`config.mk`:
```
export PLATFORM = sky130hd
export DESIGN_NAME = divider_seq
export DESIGN_NICKNAME = d
export VERILOG_FILES = /design/src/rtl/divider_seq.sv
export SDC_FILE = /design/constraint.sdc
export NUM_CORES = 1
export LEC_CHECK = 0
export CORE_AREA = 2 2 109 85
export CTS_CLUSTER_DIAMETER = 80
export DETAILED_ROUTE_END_ITERATION = 16
export DIE_AREA = 0 0 111 87
export MAX_ROUTING_LAYER = met4
export PLACE_DENSITY = 0.9
export SYNTH_ARGS = -nofsm -noshare
export SYNTH_HDL_FRONTEND = slang
export SYNTH_SLANG_ARGS = --single-unit
```
`constraint.sdc`:
```
create_clock -name clk -period 5 [get_ports clk]
set_input_delay 1.5 -clock clk [delete_from_list [all_inputs] [get_ports clk]]
set_output_delay 1.5 -clock clk [all_outputs]
set_load 0.05 [all_outputs]
```
`src/rtl/divider_seq.sv`:
```
// Sequential restoring divider: one quotient bit per cycle, IDLE/BUSY/DONE handshake.
// Define DIVIDER_SEQ_SIGNED_EN to honour sgn (two's complement operands); otherwise all unsigned.
module divider_seq #(
    parameter int WIDTH = 16
) (
    input  logic             clk,
    input  logic             rst_n,
    input  logic             start,
    input  logic [WIDTH-1:0] dividend,
    input  logic [WIDTH-1:0] divisor,
    input  logic             sgn,
    output logic             in_ready,
    output logic             out_valid,
    input  logic             out_ready,
    output logic [WIDTH-1:0] quotient,
    output logic [WIDTH-1:0] remainder,
    output logic             dz,
    output logic             ovfl
);

    localparam int CW = $clog2(WIDTH);
    localparam logic [WIDTH-1:0] MIN_NEG = {1'b1, {(WIDTH-1){1'b0}}};

    typedef enum logic [1:0] {
        IDLE = 2'd0,
        BUSY = 2'd1,
        DONE = 2'd2
    } state_t;

    function automatic logic [WIDTH-1:0] twos_neg(input logic [WIDTH-1:0] v);
        return ~v + {{(WIDTH-1){1'b0}}, 1'b1};
    endfunction

    state_t           state_q, state_d;
    logic [CW-1:0]    cnt_q, cnt_d;
    logic [WIDTH-1:0] acc_q, acc_d;
    logic [WIDTH-1:0] sh_q, sh_d;
    logic [WIDTH-1:0] dvs_q, dvs_d;
    logic             qneg_q, qneg_d;
    logic             rneg_q, rneg_d;
    logic             ovp_q, ovp_d;
    logic [WIDTH-1:0] quo_q, quo_d;
    logic [WIDTH-1:0] rem_q, rem_d;
    logic             dz_q, dz_d;
    logic             ovfl_q, ovfl_d;

    logic             signed_op_s;
    logic [WIDTH-1:0] mag_a_s, mag_b_s;
    logic [WIDTH:0]   trial_s, diff_s;
    logic [WIDTH-1:0] acc_nx_s, sh_nx_s;

    // Operand magnitudes for the accept edge
    always_comb begin
`ifdef DIVIDER_SEQ_SIGNED_EN
        signed_op_s = sgn;
`else
        signed_op_s = sgn & 1'b0;
`endif
        mag_a_s = (signed_op_s && dividend[WIDTH-1]) ? twos_neg(dividend) : dividend;
        mag_b_s = (signed_op_s && divisor[WIDTH-1])  ? twos_neg(divisor)  : divisor;
    end

    // One restoring step: the difference's top bit set means the trial went negative
    always_comb begin
        trial_s = {acc_q, sh_q[WIDTH-1]};
        diff_s  = trial_s - {1'b0, dvs_q};
        if (!diff_s[WIDTH]) begin
            acc_nx_s = diff_s[WIDTH-1:0];
            sh_nx_s  = {sh_q[WIDTH-2:0], 1'b1};
        end else begin
            acc_nx_s = trial_s[WIDTH-1:0];
            sh_nx_s  = {sh_q[WIDTH-2:0], 1'b0};
        end
    end

    // Next-state and datapath control
    always_comb begin
        state_d = state_q;
        cnt_d   = cnt_q;
        acc_d   = acc_q;
        sh_d    = sh_q;
        dvs_d   = dvs_q;
        qneg_d  = qneg_q;
        rneg_d  = rneg_q;
        ovp_d   = ovp_q;
        quo_d   = quo_q;
        rem_d   = rem_q;
        dz_d    = dz_q;
        ovfl_d  = ovfl_q;
        case (state_q)
            IDLE: begin
                if (start) begin
                    cnt_d  = {CW{1'b0}};
                    acc_d  = {WIDTH{1'b0}};
                    sh_d   = mag_a_s;
                    dvs_d  = mag_b_s;
                    qneg_d = signed_op_s & (dividend[WIDTH-1] ^ divisor[WIDTH-1]);
                    rneg_d = signed_op_s & dividend[WIDTH-1];
                    ovp_d  = signed_op_s & (dividend == MIN_NEG) & (divisor == {WIDTH{1'b1}});
                    ovfl_d = 1'b0;
                    if (divisor == {WIDTH{1'b0}}) begin
                        state_d = DONE;
                        quo_d   = {WIDTH{1'b1}};
                        rem_d   = dividend;
                        dz_d    = 1'b1;
                    end else begin
                        state_d = BUSY;
                        dz_d    = 1'b0;
                    end
                end else begin
                    state_d = IDLE;
                end
            end
            BUSY: begin
                acc_d = acc_nx_s;
                sh_d  = sh_nx_s;
                cnt_d = cnt_q + CW'(1);
                if (cnt_q == CW'(WIDTH - 1)) begin
                    state_d = DONE;
                    cnt_d   = {CW{1'b0}};
                    quo_d   = qneg_q ? twos_neg(sh_nx_s)  : sh_nx_s;
                    rem_d   = rneg_q ? twos_neg(acc_nx_s) : acc_nx_s;
                    ovfl_d  = ovp_q;
                end else begin
                    state_d = BUSY;
                end
            end
            DONE: begin
                if (out_ready) begin
                    state_d = IDLE;
                end else begin
                    state_d = DONE;
                end
            end
            default: begin
                state_d = IDLE;
                cnt_d   = {CW{1'b0}};
            end
        endcase
    end

    // State and result registers
    always_ff @(posedge clk or negedge rst_n) begin
        if (!rst_n) begin
            state_q <= IDLE;
            cnt_q   <= {CW{1'b0}};
            acc_q   <= {WIDTH{1'b0}};
            sh_q    <= {WIDTH{1'b0}};
            dvs_q   <= {WIDTH{1'b0}};
            qneg_q  <= 1'b0;
            rneg_q  <= 1'b0;
            ovp_q   <= 1'b0;
            quo_q   <= {WIDTH{1'b0}};
            rem_q   <= {WIDTH{1'b0}};
            dz_q    <= 1'b0;
            ovfl_q  <= 1'b0;
        end else begin
            state_q <= state_d;
            cnt_q   <= cnt_d;
            acc_q   <= acc_d;
            sh_q    <= sh_d;
            dvs_q   <= dvs_d;
            qneg_q  <= qneg_d;
            rneg_q  <= rneg_d;
            ovp_q   <= ovp_d;
            quo_q   <= quo_d;
            rem_q   <= rem_d;
            dz_q    <= dz_d;
            ovfl_q  <= ovfl_d;
        end
    end

    assign in_ready  = (state_q == IDLE);
    assign out_valid = (state_q == DONE);
    assign quotient  = quo_q;
    assign remainder = rem_q;
    assign dz        = dz_q;
    assign ovfl      = ovfl_q;

endmodule

```
==> run_results.csv, run 1 <==
group,metric,value,unit
worst_setup_path,start_kind,"primary input",
layout,n_antenna_cell,0,
yosys,ys_dominant_reg_cell,"dfrtp_1",
sta,setup_viol,0,
yosys,synth_area,4860,µm²
worst_setup_path,cp_top_family,"simple AND/OR/NAND/NOR gates",
grt,grt_pass1_wl,22.0,mm
sta,fin_crit,3690,ps
place,gp_congestion,0.898,
yosys,synth.most_common_cell,"dfrtp_1",
floorplanning,initial_core_util,0.561,
drt,vias,4458,
floorplanning,die_w,111,µm
worst_setup_path,rr_startpoint,"acc_q[12]",
yosys,synth_commonest_cells,"dfrtp_1, nand2_1, o21ai_0",
clocking,clockBufferDepth,2,
layout,design_area,5920,µm²
grt,grt_overflow,0,
clocking,cts_buffers,9,
grt,grtUsageTotal,0.301,
worst_setup_path,cp_slowest_cell,"or2_2",
clocking,cts.sink_count,87,
yosys,synthesis.nets,578,
worst_setup_path,crit_chain,"clkdlybuf4s50_1 > nor4_1 > and4_1 > and2_1 > or2_2 > o21ai_0 > o32a_1",
worst_setup_path,worstPathMaxFanout,28,
floorplanning,die_h,87,µm
grt,grt_util_met1,0.371,
clocking,htreeDepth,3,
yosys,synth_top_area_frac,0.448,
yosys,synth-edff-count,0,
clocking,cts_root_buffer,"clkbuf_16",
grt,grt_pass1_vias,4273,
yosys,synth.mux.area_fraction,0.0391,
hold_path,holdCritPathClass,"reg2reg",
worst_setup_path,ff2ff_path_depth,8,
floorplanning,ios,73,
floorplanning,die_area,9660,µm²
drt,routed_wl,13.7,mm
layout,drive_gt1_frac,0.0753,
worst_setup_path,cp.arrival,3930,ps
yosys,yosysTopAreaCell,"dfrtp_1",
sta,finalCritPeriodShare,0.739,
hold_path,hold_depth,1,
sta,max_freq,0.271,GHz
clocking,cts_setup_buffers,0,
yosys,synthAdderAreaFrac,0.0479,
sta,max-slew-margin-rel,0.352,
sta,tightest_slew,970,ps
grt,busiest_layer,"met2",
yosys,ys_ff_latch,87,
worst_setup_path,rr_endpoint,"remainder[7]",
drt,drc,0,
clocking,cts_tree,"built",
yosys,synth_xor_xnor_area_share,0.0198,
sta,finalHoldViolCount,0,
sta,slew_violations,0,
sta,clock_skew,14.1,ps
flow_run,max_cap_viol_count,0,
grt,antenna_found_initial,0,
yosys,synth_compound_area_frac,0.232,
worst_setup_path,crit_required,5230,ps
drt,ant_nets,0,
yosys,synth.top_cells.by_area,"dfrtp_1, o21ai_0, nand2_1, ha_1, mux2i_1",
clocking,ctsResizeCount,0,
yosys,synth_seq_area_share,0.448,
drt,vias_per_cell,6.41,
floorplanning,core-area,8670,µm²
clocking,path_clk_slew,70,ps
yosys,synth_top_family_by_area,"compound AO/OA/AOI/OAI gates",
outcome,status,"completed",
sta,fin_setup_tns,0,ps
floorplanning,rows,30,
yosys,yosys_warnings,0,
worst_setup_path,worst-r2r-setup-slack,1610,ps
worst_setup_path,critical_path_buf_inv_count,1,
place,postPlaceCellArea,5610,µm²
clocking,postCtsHoldBufs,0,
drt,first_pass_iters,5,
worst_setup_path,endpoint_kind,"register",
place,dp_hpwl,9.33,mm
grt,use_met3,0.0710,
drt,drt_iter0_markers,461,
grt,grt_util_met2,0.476,
yosys,ys_types,68,
yosys,synth_simple_gate_area_frac,0.163,
layout,num-nets-final,634,
yosys,postSynthAreaPerCell,9.30,µm²
drt,wl_per_cell,19.7,µm
yosys,synthArstFlopShare,1.00,
hold_path,min_from,"quotient[11]",
sta,grt_setup_unrepaired,"no",
grt,grt_max_degree,67,
worst_setup_path,cpPeakStageDelay,460,ps
hold_path,worstHoldEndpoint,"quotient[11]",
clocking,clkLatencyLatePin,360,ps
place,port_buffers,70,
layout,area_delta_synth_final,21.8,%
yosys,synthCells,523,
worst_setup_path,crit_type,"in2reg",
state kept, by name, indices dropped and copies added, names as in the netlist:
name / count
quotient: 16
dvs_q: 16
cnt_q: 4
dz: 1
sh_q: 16
state_q: 2
acc_q: 16
remainder: 16
routing by layer:
layer  share of wire  wire (µm)
met5               0          0
met3           0.086       1180
met2            0.47       6500
met4           0.039        535
met1            0.40       5480
how the worst max path moves through the flow:
stage	end	start	cells after the start	slack (ps)
final	remainder[4]	divisor[10]	7	1310
after global routing	remainder[4]	divisor[13]	7	1250
after CTS	remainder[4]	divisor[10]	7	1330
after detailed placement	remainder[4]	divisor[10]	7	970
after global placement	remainder[4]	divisor[10]	7	1100
after floorplan	remainder[10]	divisor[2]	7	1930
placed cells by master, fill, tap and decap left out, types with 8 or more instances in the layout:
cell and count:
o22a_1 15, nand2_1 69, ha_1 17, buf_4 8, a21oi_1 30, clkbuf_16 9
mux2i_1 16, nor3_1 10, dfrtp_1 87, nor2_1 29, inv_1 26, nand2b_1 9
o21ai_0 53, clkdlybuf4s50_1 69, nand3_1 10
cells by family (layout without fill, tap and decap cells):
logic type / Yosys count / count (layout)
buf+inv: 58 / 119
fa+ha+maj: 18 / 18
xor+xnor: 11 / 11
mux: 18 / 18
simple gates: 165 / 165
other cells: 1 / 1
flops: 87 / 87
compound gates: 165 / 165
area by class of cell:
cell class	instances	area [µm²]
well taps	112	140
inverters	26	97.6
repair buffers	77	751
fillers	641	2750
flip-flops and latches	87	2180
clock buffers	9	225
clock inverters	7	88.8
multi-input cells	378	2440
worst register-to-register path, delay by kind of cell (launching register included):
kind / cells / cell delay, ps
AO/OA/AOI/OAI: 5 / 1200
AND/OR/NAND/NOR: 2 / 1170
flip-flops: 1 / 450
adder cells (fa/ha/maj): 1 / 450
stage by stage:
| stage | instances | setup WS, ps | util | hold slack, ps |
|---|---|---|---|---|
| 2_1_floorplan | 523 | 1930 | - | 449 |
| 3_3_place_gp | 680 | 1100 | 0.647 | 475 |
| 3_5_place_dp | 680 | 968 | 0.647 | 477 |
| 4_1_cts | 696 | 1330 | 0.683 | 493 |
| 5_1_grt | 696 | 1250 | 0.683 | 503 |
| 6_report | 696 | 1310 | 0.683 | 487 |
Power of run 1 is left out: the tool's default activity adds up to more than one toggle a clock period on the data nets, which glitch-free logic cannot reach.
==> inputs of run 2 (changes only) <==
==> config.mk (replaced) <==
export PLATFORM = sky130hd
export DESIGN_NAME = divider_seq
export DESIGN_NICKNAME = d
export VERILOG_FILES = /design/src/rtl/divider_seq.sv
export SDC_FILE = /design/constraint.sdc
export NUM_CORES = 1
export LEC_CHECK = 0
export CORE_AREA = 2 2 112 87
export CTS_CLUSTER_DIAMETER = 80
export DETAILED_ROUTE_END_ITERATION = 16
export DIE_AREA = 0 0 114 89
export MAX_ROUTING_LAYER = met4
export PLACE_DENSITY = 0.87
export SYNTH_ARGS = -nofsm -noshare
export SYNTH_HDL_FRONTEND = slang
export SYNTH_SLANG_ARGS = --single-unit
==> constraint.sdc (replaced) <==
create_clock -name clk -period 3.51 [get_ports clk]
set_input_delay 1.053 -clock clk [delete_from_list [all_inputs] [get_ports clk]]
set_output_delay 1.053 -clock clk [all_outputs]
set_load 0.05 [all_outputs]
==> run 2 against run 1 <==
Clock-buffer cell count is the same. Largest cell class unchanged. Critical path depth rose by 2. Cell count up 1.4%. Core utilization decreased by 1.1 points.
==> run_results.csv, run 2 (synthesized netlist as in run 1, its figures left out) <==
group,metric,value,unit
outcome,status,"completed",
grt,antenna_found_initial,0,
layout,final_cell_mix,"dfrtp_1, nand2_1, clkdlybuf4s50_1",
drt,drt_iter0_markers,260,
drt,vias,4278,
floorplanning,rows,30,
sta,tightest_slew,708,ps
grt,grt_pass1_wl,21.5,mm
sta,slew_violations,0,
place,gp_congestion,0.882,
grt,grt_util_met2,0.451,
sta,setup_viol,0,
grt,grt_util_met1,0.364,
clocking,path_clk_slew,70,ps
clocking,cts.sink_count,87,
clocking,cts_buffers,9,
clocking,htreeDepth,3,
layout,n_antenna_cell,0,
layout,layout_commonest_cell,"dfrtp_1",
worst_setup_path,cp.arrival,3350,ps
sta,fin_setup_tns,0,ps
sta,grt_setup_unrepaired,"no",
clocking,postCtsHoldBufs,0,
drt,wl_per_cell,18.6,µm
grt,use_met3,0.0719,
sta,max_freq,0.318,GHz
sta,finalCritPeriodShare,0.897,
worst_setup_path,crit_type,"in2reg",
flow_run,max_cap_viol_count,0,
floorplanning,die_area,10100,µm²
layout,design_area,6000,µm²
sta,max-slew-margin-rel,0.528,
clocking,cts_root_buffer,"clkbuf_16",
worst_setup_path,endpoint_kind,"register",
floorplanning,ios,73,
clocking,cts_setup_buffers,0,
grt,grt_overflow,0,
place,dp_hpwl,9.61,mm
sta,fin_crit,3150,ps
clocking,clockBufferDepth,2,
drt,drc,0,
grt,grt_pass1_vias,4309,
drt,ant_nets,0,
floorplanning,die_h,89,µm
worst_setup_path,worstPathMaxFanout,12,
sta,finalHoldViolCount,0,
worst_setup_path,start_kind,"primary input",
drt,first_pass_iters,5,
layout,area_delta_synth_final,23.4,%
grt,grt_max_degree,55,
grt,grtUsageTotal,0.283,
worst_setup_path,crit_required,3710,ps
drt,routed_wl,13.1,mm
place,postPlaceCellArea,5700,µm²
floorplanning,core-area,8930,µm²
clocking,cts_tree,"built",
clocking,ctsResizeCount,0,
sta,clock_skew,9.05,ps
place,port_buffers,70,
drt,vias_per_cell,6.06,
floorplanning,initial_core_util,0.544,
clocking,clkLatencyLatePin,340,ps
layout,num-nets-final,644,
layout,drive_gt1_frac,0.0909,
hold_path,holdCritPathClass,"reg2reg",
grt,busiest_layer,"met2",
floorplanning,die_w,114,µm
run 2: cell count changes in the layout (fill, tap and decap cells not counted), sizes merged:
cell and change:
clkinvlp +1, buf +10, inv -1
run 2: routing by layer:
layer  vias to the layer above  share of wire
met5                         -              0
met4                         0          0.011
met3                        18          0.069
met2                       169           0.48
met1                      2085           0.44
li1                       2006              -
run 2: stage by stage:
step | hold WS (ps) | instances | utilization | setup slack [ps]
2_1_floorplan | 449 | 523 | - | 831
6_report | 488 | 706 | 0.672 | 361
5_1_grt | 509 | 706 | 0.672 | 172
4_1_cts | 492 | 706 | 0.672 | 377
3_5_place_dp | 477 | 690 | 0.638 | 55.2
3_3_place_gp | 464 | 690 | 0.638 | 210
run 2: final timing paths:
check	start	end	slack, ps	cells after the start
max	divisor[10]	remainder[5]	360	9
min in group asynchronous	rst_n	dvs_q[1]	760	1
max reg2reg	sh_q[15]	remainder[14]	410	11
max in group asynchronous	rst_n	acc_q[5]	2090	2
min	quotient[10]	quotient[10]	490	1
min reg2reg	quotient[10]	quotient[10]	490	1
run 2: worst max-delay path, stage by stage:
cell	delay [ps]
clkdlybuf4s50_1	440
nor4_1	450
and4_1	400
and2_1	210
or2_2	300
buf_4	200
o21ai_0	70
o21ai_0	100
o21ai_0	120
run 2: final cells by class:
class	count	area, µm²
clock buffers	9	225
repair buffers	87	838
inverters	26	97.6
well taps	112	140
flip-flops and latches	87	2180
fillers	702	2930
clock inverters	7	78.8
multi-input cells	378	2440
Power of run 2 is left out for the same reason.
